File: config.mk
export PLATFORM = sky130hd
export DESIGN_NAME = core_input_dist
export DESIGN_NICKNAME = d
export VERILOG_FILES = /design/src/rtl/sha512_dist_pkg.sv /design/src/rtl/core_input_dist_blk_word_counter.sv /design/src/rtl/core_input_dist.sv
export SDC_FILE = /design/constraint.sdc
export NUM_CORES = 1
export LEC_CHECK = 0
export CELL_PAD_IN_SITES_DETAIL_PLACEMENT = 1
export CELL_PAD_IN_SITES_GLOBAL_PLACEMENT = 1
export CORE_AREA = 2 2 105 117
export CTS_CLUSTER_SIZE = 40
export DETAILED_ROUTE_END_ITERATION = 10
export DIE_AREA = 0 0 107 119
export DONT_BUFFER_PORTS = 1
export GPL_TIMING_DRIVEN = 1
export PLACE_DENSITY_LB_ADDON = 0.1
export SLEW_MARGIN = 5
export SYNTH_ARGS = -nofsm -noshare
export SYNTH_HDL_FRONTEND = slang
export SYNTH_SLANG_ARGS = --single-unit
File: constraint.sdc
create_clock -name CLK -period 2.82 [get_ports CLK]
set_input_delay 0.423 -clock CLK [delete_from_list [all_inputs] [get_ports CLK]]
set_output_delay 0.423 -clock CLK [all_outputs]
set_load 0.05 [all_outputs]
File: src/rtl/sha512_dist_pkg.sv
// Shared widths, thread-number field extraction and FSM state type for the
// core input distributor.
package sha512_dist_pkg;

  localparam int unsigned DEF_N_CORES       = 3;
  localparam int unsigned DEF_N_CTX         = 2;
  localparam int unsigned DEF_N_SEQ         = 2;
  localparam int unsigned DEF_WORDS_PER_BLK = 16;
  localparam int unsigned DEF_DATA_WIDTH    = 64;
  localparam int unsigned DEF_BLK_OP_WIDTH  = 3;

  // A single core still gets a 1-bit core field in the thread number
  function automatic int unsigned core_w_of(input int unsigned n_cores);
    return (n_cores > 1) ? int'($clog2(n_cores)) : 1;
  endfunction

  localparam int unsigned DEF_CORE_W   = core_w_of(DEF_N_CORES);
  localparam int unsigned DEF_CTX_W    = $clog2(DEF_N_CTX);
  localparam int unsigned DEF_SEQ_W    = $clog2(DEF_N_SEQ);
  localparam int unsigned DEF_THREAD_W = DEF_CORE_W + DEF_CTX_W + DEF_SEQ_W;
  localparam int unsigned DEF_ADDR_W   = $clog2(DEF_WORDS_PER_BLK);

  typedef enum logic {
    ST_IDLE = 1'b0,
    ST_LOAD = 1'b1
  } dist_state_e;

  // Thread number is packed {core, ctx, seq}, seq in the LSBs
  function automatic logic [31:0] core_of(input logic [31:0] thr,
                                          input int unsigned ctx_w,
                                          input int unsigned seq_w);
    return thr >> (ctx_w + seq_w);
  endfunction

  function automatic logic [31:0] ctx_of(input logic [31:0] thr,
                                         input int unsigned ctx_w,
                                         input int unsigned seq_w);
    return (thr >> seq_w) & ((32'd1 << ctx_w) - 32'd1);
  endfunction

  function automatic logic [31:0] seq_of(input logic [31:0] thr,
                                         input int unsigned seq_w);
    return thr & ((32'd1 << seq_w) - 32'd1);
  endfunction

endpackage

File: src/rtl/core_input_dist_blk_word_counter.sv
// Word index inside the block being loaded, with first/last-word flags.
module blk_word_counter #(
  parameter int unsigned ADDR_W = 4
) (
  input  logic              CLK,
  input  logic              RESET_N,
  input  logic              inc,
  output logic [ADDR_W-1:0] count,
  output logic              first_c,
  output logic              last_c
);

  // Wraps to zero after the last word of a block
  always_ff @(posedge CLK or negedge RESET_N) begin
    if (!RESET_N) count <= '0;
    else if (inc) count <= count + ADDR_W'(1);
  end

  assign first_c = (count == '0);
  assign last_c  = &count;

endmodule

File: src/rtl/core_input_dist.sv
// Routes a thread-tagged block word stream from realign to one of N_CORES
// SHA-512 cores, one block at a time, with handshake and completion pulses.
module core_input_dist
  import sha512_dist_pkg::*;
#(
  parameter  int unsigned N_CORES       = DEF_N_CORES,
  parameter  int unsigned N_CTX         = DEF_N_CTX,
  parameter  int unsigned N_SEQ         = DEF_N_SEQ,
  parameter  int unsigned WORDS_PER_BLK = DEF_WORDS_PER_BLK,
  parameter  int unsigned DATA_WIDTH    = DEF_DATA_WIDTH,
  parameter  int unsigned BLK_OP_WIDTH  = DEF_BLK_OP_WIDTH,
  localparam int unsigned CORE_W        = core_w_of(N_CORES),
  localparam int unsigned CTX_W         = $clog2(N_CTX),
  localparam int unsigned SEQ_W         = $clog2(N_SEQ),
  localparam int unsigned THREAD_W      = CORE_W + CTX_W + SEQ_W,
  localparam int unsigned ADDR_W        = $clog2(WORDS_PER_BLK)
) (
  input  logic                    CLK,
  input  logic                    RESET_N,
  input  logic                    in_valid,
  output logic                    in_ready,
  input  logic [DATA_WIDTH-1:0]   in_data,
  input  logic [THREAD_W-1:0]     in_thread_num,
  input  logic [BLK_OP_WIDTH-1:0] in_blk_op,
  input  logic [N_CORES-1:0]      core_ready,
  output logic [N_CORES-1:0]      core_wr_en,
  output logic [ADDR_W-1:0]       core_wr_addr,
  output logic [DATA_WIDTH-1:0]   core_din,
  output logic [BLK_OP_WIDTH-1:0] core_blk_op,
  output logic [CTX_W-1:0]        core_input_ctx,
  output logic [SEQ_W-1:0]        core_input_seq,
  output logic [N_CORES-1:0]      core_blk_done,
  output logic                    err_thread
);

  dist_state_e         state_q, state_d;
  logic [THREAD_W-1:0] thread_q;
  logic [CORE_W-1:0]   core_q, in_core, tgt_core;
  logic [CTX_W-1:0]    in_ctx;
  logic [SEQ_W-1:0]    in_seq;
  logic [N_CORES-1:0]  tgt_onehot;
  logic [ADDR_W-1:0]   word_idx;
  logic                cnt_first, cnt_last;
  logic                core_sel_rdy, accept, last_wr_q;

  assign in_core = CORE_W'(core_of(32'(in_thread_num), CTX_W, SEQ_W));
  assign in_ctx  = CTX_W'(ctx_of(32'(in_thread_num), CTX_W, SEQ_W));
  assign in_seq  = SEQ_W'(seq_of(32'(in_thread_num), SEQ_W));

  // Core fields beyond N_CORES-1 never match, so they read as not ready
  always_comb begin
    core_sel_rdy = 1'b0;
    for (int i = 0; i < int'(N_CORES); i++)
      if (in_core == CORE_W'(i)) core_sel_rdy = core_ready[i];
  end

  always_ff @(posedge CLK or negedge RESET_N) begin
    if (!RESET_N) state_q <= ST_IDLE;
    else          state_q <= state_d;
  end

  always_comb begin
    state_d  = state_q;
    in_ready = 1'b0;
    case (state_q)
      ST_IDLE: begin
        in_ready = RESET_N & core_sel_rdy;
        if (in_valid && RESET_N && core_sel_rdy) state_d = ST_LOAD;
      end
      ST_LOAD: begin
        in_ready = RESET_N;
        if (in_valid && cnt_last) state_d = ST_IDLE;
      end
      default: state_d = ST_IDLE;
    endcase
  end

  assign accept   = in_valid & in_ready;
  assign tgt_core = (state_q == ST_IDLE) ? in_core : core_q;

  always_comb begin
    tgt_onehot = '0;
    for (int i = 0; i < int'(N_CORES); i++)
      tgt_onehot[i] = (tgt_core == CORE_W'(i));
  end

  blk_word_counter #(.ADDR_W(ADDR_W)) u_cnt (
    .CLK     (CLK),
    .RESET_N (RESET_N),
    .inc     (accept),
    .count   (word_idx),
    .first_c (cnt_first),
    .last_c  (cnt_last)
  );

  // Write port, block fields, done pulse and sticky thread error
  always_ff @(posedge CLK or negedge RESET_N) begin
    if (!RESET_N) begin
      thread_q       <= '0;
      core_q         <= '0;
      last_wr_q      <= 1'b0;
      core_wr_en     <= '0;
      core_wr_addr   <= '0;
      core_din       <= '0;
      core_blk_op    <= '0;
      core_input_ctx <= '0;
      core_input_seq <= '0;
      core_blk_done  <= '0;
      err_thread     <= 1'b0;
    end else begin
      core_wr_en    <= accept ? tgt_onehot : '0;
      last_wr_q     <= accept & cnt_last;
      core_blk_done <= last_wr_q ? core_wr_en : '0;
      if (accept) begin
        core_wr_addr <= word_idx;
        core_din     <= in_data;
      end
      if (accept && cnt_first) begin
        thread_q       <= in_thread_num;
        core_q         <= in_core;
        core_blk_op    <= in_blk_op;
        core_input_ctx <= in_ctx;
        core_input_seq <= in_seq;
      end
      if (accept && !cnt_first && (in_thread_num != thread_q)) err_thread <= 1'b1;
    end
  end

endmodule

### Word-level counts from Yosys, hierarchy flattened

Index checks and enable logic that the tools add are counted.

* bitwise logic cells: 4
* $add $sub $neg: 1
* equality and inequality tests: 5
* multiplexer cells: 10
* reductions and logical operators: 11

Operators with widths (number)
* logical AND 1 bit: 6
* 2-to-1 mux 3 bit: 2
* 2-to-1 mux 1 bit: 5
* adder 4 x 1 -> 4 bit (second input constant): 1
* equality test 2 x 1 -> 1 bit (second input constant): 2
* equality test 2 bit (second input constant): 2
* logical NOT 2 bit: 2
* logical NOT 4 bit: 1
* inequality test 4 bit: 1
* case mux 1 bit (2 select lines): 2
* AND reduction 4 bit: 1
* bitwise AND 1 bit: 3
* 2-to-1 mux 2 bit: 1
* logical NOT 1 bit: 1
* NOT 1 bit: 1

* input bits: 77
* bits in registers: 92
* logic and storage cells: 44
* output and inout port bits: 81

### Depth between registers and ports, before layout

* word-level depth: 9
* gate-level depth with buffers: 6
* mapped depth without buffers: 5

### Modules after synthesis

A second synthesis with hierarchy kept.

* cell total of the unflattened synthesis: 223
* area, all modules: 3478.3 um^2

Modules (own cells, without submodules)
* core_input_dist: sequential area each 2102.0 um^2, instances 1, cells each 206, area an instance 3286.9 um^2
* blk_word_counter: sequential area each 100.1 um^2, instances 1, cells each 17, area an instance 191.4 um^2

### Worst setup path after synthesis

No wires, ideal clock.

* path type: input-to-output
* from: in in_thread_num[2]
* to: out in_ready
* arrival time: 1525 ps
* setup slack: 872 ps
* data required time: 2397 ps
* stages: 3
* buffers on the path: 0
* cells stage by stage: mux2i_1 -> o221a_2 -> nor2b_1

* cells in the longest elaborated chain, start to end: 6
* elaborated cells between the ends (all ways): 8
* those cells by class: eq/ne (2); mux (4); bitwise (1); reduce/logical (1)

RTL lines
* start, declared: RTL line core_input_dist.sv:23 `input logic [THREAD_W-1:0] in_thread_num,`
* logical NOT 2 bit: RTL line core_input_dist.sv:54 `if (in_core == CORE_W'(i)) core_sel_rdy = core_ready[i];`
* 2-to-1 mux 1 bit (2 in series): RTL line core_input_dist.sv:54
* 2-to-1 mux 1 bit (*): RTL line core_input_dist.sv:54
* bitwise AND 1 bit (*): RTL line core_input_dist.sv:67 `in_ready = RESET_N & core_sel_rdy;`
* case mux 1 bit (2 select lines) (*): RTL line core_input_dist.sv:65 `case (state_q)`
* end, declared: RTL line core_input_dist.sv:21 `output logic in_ready,`

Mark *: on every way between the ends. The rest lies on a longest branch, timed or not.

### Final worst setup path

* from: reg state_q
* to: out in_ready

* cells in the longest elaborated chain, start to end: 2

RTL lines
* start, declared: RTL line core_input_dist.sv:36 `dist_state_e state_q, state_d;`
* start signal, assigned: RTL line core_input_dist.sv:59 `else state_q <= state_d;`
* NOT 1 bit
* case mux 1 bit (2 select lines) (*): RTL line core_input_dist.sv:65

Marked as above.

==> flow_summary.toml <==
[yosys]
synth.area.top_cells = "sky130_fd_sc_hd__dfrtp_1 (64%), sky130_fd_sc_hd__mux2_2 (23%), sky130_fd_sc_hd__mux2_4 (3.1%)"
seq_area_frac_synth = 0.644
synth_edf_count = 0
synth_async_sr_flop_share = 1.00
ys_warnings = 0
synth_cell_types = 26
synth_flop_cell = "sky130_fd_sc_hd__dfrtp_1"
synth.ff_latch_count = 88
synth_area_leader_cell = "sky130_fd_sc_hd__dfrtp_1"
netlist_instances = 215
post_synth_instance_area_mm2 = 0.00342
synth_nets = 294
post_synth_top_area_share = 0.644
average_cell_area_after_synthesis_um2 = 15.9

[placed_design]
numPortBuffers = 0
dpl.hpwl_mm = 4.59
place.gp.congestion = 0.618
post_dp_cell_area_mm2 = 0.00358

[finish]
nNetsFinal = 299
filler_cell_count = 1217
mostFrequentLayoutCell = "sky130_fd_sc_hd__dfrtp_1"
post_route_cells_drive_above_1_share = 0.430
post-route-cell-area_mm2 = 0.00394
num_antenna_cells = 0
syn2layout_area_growth_pct = 15.2
mostFrequentLayoutCells = "sky130_fd_sc_hd__dfrtp_1 (88), sky130_fd_sc_hd__mux2_2 (69), sky130_fd_sc_hd__clkbuf_16 (9)"
finish.utilization = 0.336

[floorplanning]
die_outline_area_mm2 = 0.0127
die_w_um = 107
core.rowCount = 42
io_pins = 158
starting_density_of_the_core = 0.292
die_y_um = 119
coreArea_mm2 = 0.0117

[pwr]
ir_drop_mv = 0.486
cellPowerDensity_mw_per_mm2 = 1400
leakagePower_uw = 0.00165

[grt]
first_global_vias = 1977
grt_antenna_before_repair = 0
global_route_wire_length_before_repair_mm = 10.6
gr-total-overflow = 0
globalRouteTotalUtil = 0.110
grt_max_degree = 89

[hold_path]
hold_class = "primary input to asynchronous set/reset pin"

[setup_path]
r2r.worst_path.cells = 4
worst_setup_startpoint = "state_q"
critical-path-max-stage-delay_ps = 430
r2r_end = "thread_q[0]"
worstPathMaxFanout = 9
crit_path_end = "in_ready"
timing.critical_path.required_ps = 2400
path_depth = 4
timing.critical_path.arrival_ps = 1410
setup.reg_to_reg.worst_slack_ps = 1020
rr_startpoint = "state_q"
worst_path_dominant_cell_family = "flip-flops"
crit_slowest_cell = "sky130_fd_sc_hd__dfrtp_1"
sequence_of_cells_on_the_critical_path = "inv_1, o221a_2, nor2b_1, buf_4"
timing.critical_path.buf_inv = 2
setup.worst_path.start_class = "flop"
timing.critical_path.to_type = "output pin"
crit_path_category = "flop to output pin"

[sta]
max_freq_mhz = 544
final_clock_skew_ps = 5.75
post-route-min-period_ps = 1840
hold_viol = 4
timing_max_transition_violations_final = 0
totalNegativeSetupSlack_ps = 0
worst_pin_slew_ps = 532
slew_headroom = 0.645
rsz0062_at_grt = "false"
final.period_utilization = 0.652
setup_viol = 0
final.hold.worst_slack_ps = -3.18

[routing]
dr_total_vias = 1761
viasPerCell = 4.67
first_pass_iters = 3
totalWireLength_mm = 6.81
drt-wirelength-per-cell_um = 18.1
drt.antenna.violating_nets = 0
drt_iter0_drc = 49
drcViolationCount = 0

[clock_network]
cts_sinks = 88
cts-htree-levels = 3
cts_tree = "done"
postCtsResizedCells = 0
cts_hold_buf = 1
root_buffer = "sky130_fd_sc_hd__clkbuf_16"
post-cts-setup-buffer-count = 0
cts_buffer_depth = 2
clk_pin_slew_ps = 60
clock_insertion_delay_at_the_later_pin_of_the_skew_report_ps = 330
numCtsBuffers = 9

[job]
max_cap_viol_count = 0

[run_status]
result_of_the_run = "finished, violations left"
violated_checks = "hold timing"
worst min-delay path by stage:
| stage | start | endpoint | slack [ps] |
|---|---|---|---|
| after floorplan | RESET_N | core_blk_done[0] | 130 |
| after global placement | RESET_N | core_blk_op[2] | 130 |
| after detailed placement | RESET_N | core_blk_op[2] | 130 |
| after CTS | RESET_N | core_blk_op[0] | 20 |
| after global routing | RESET_N | core_blk_op[0] | 20 |
| final | RESET_N | core_blk_op[0] | -3 |
cells in the mapped netlist (2+ instances only):
cell                      number
sky130_fd_sc_hd__and2_1        3
sky130_fd_sc_hd__buf_2         3
sky130_fd_sc_hd__buf_4         4
sky130_fd_sc_hd__dfrtp_1      88
sky130_fd_sc_hd__ha_1          2
sky130_fd_sc_hd__inv_1         3
sky130_fd_sc_hd__mux2_2       69
sky130_fd_sc_hd__mux2_4        7
sky130_fd_sc_hd__nand2_1       4
sky130_fd_sc_hd__nand3_1       2
sky130_fd_sc_hd__nor2_1        4
sky130_fd_sc_hd__nor3b_1       3
sky130_fd_sc_hd__o21ai_0       4
sky130_fd_sc_hd__or3_1         2
sky130_fd_sc_hd__xnor2_1       6
per-layer routing:
metal	share of wire	vias up	global-route usage
li1	-	757	-
met1	0.41	893	0.128
met2	0.46	101	0.163
met3	0.12	10	0.0629
met4	0.015	0	0.0487
met5	0	-	0
cell type report:
type | instances | area, µm² | area share
Clock buffer | 10 | 229 | 0.0582
Timing Repair Buffer | 3 | 55.1 | 0.0140
Sequential cell | 88 | 2200 | 0.559
Multi-Input combinational cell | 115 | 1150 | 0.292
Clock inverter | 4 | 95.1 | 0.0242
Tap cell | 154 | 193 | 0.0490
Inverter | 3 | 11.3 | 0.00286
sequential cells by signal, indices dropped and copies added, names as in the netlist:
signal	flops
core_blk_done	3
core_blk_op	3
core_din	64
core_wr_addr	4
core_wr_en	3
err_thread	1
last_wr_q	1
state_q	1
thread_q	4
u_cnt.count	4
through the flow:
step | setup slack (ps) | hold WS [ps] | instances | power, µW
global route | 908 | 24.4 | 377 | 5770
detailed placement | 841 | 129 | 362 | 4230
floorplan | 872 | 127 | 215 | 4030
CTS | 956 | 17.0 | 377 | 5600
finish | 982 | -3.18 | 377 | 5520
global placement | 882 | 130 | 362 | 4210
cells by family after synthesis:
group,synth area share
AOI/OAI and AO/OA,0.0139
buffers and inverters,0.0209
and+or+nand+nor,0.0344
muxes,0.261
adders and majority gates,0.00732
DFF,0.644
xor gates and xnor gates,0.0179
power by group:
| part | internal [µW] | switching [µW] | total [µW] |
|---|---|---|---|
| Clock | 854 | 459 | 1310 |
| Sequential | 1700 | 1860 | 3560 |
| Combinational | 423 | 225 | 648 |
worst register-to-register path, stage by stage, from the launching register on:
cell and delay [ps]:
sky130_fd_sc_hd__dfrtp_1 420, sky130_fd_sc_hd__inv_1 80, sky130_fd_sc_hd__o221a_2 200, sky130_fd_sc_hd__or3_1 600
sky130_fd_sc_hd__mux2_4 380
No activity file was read; power rests on OpenSTA's default activity.
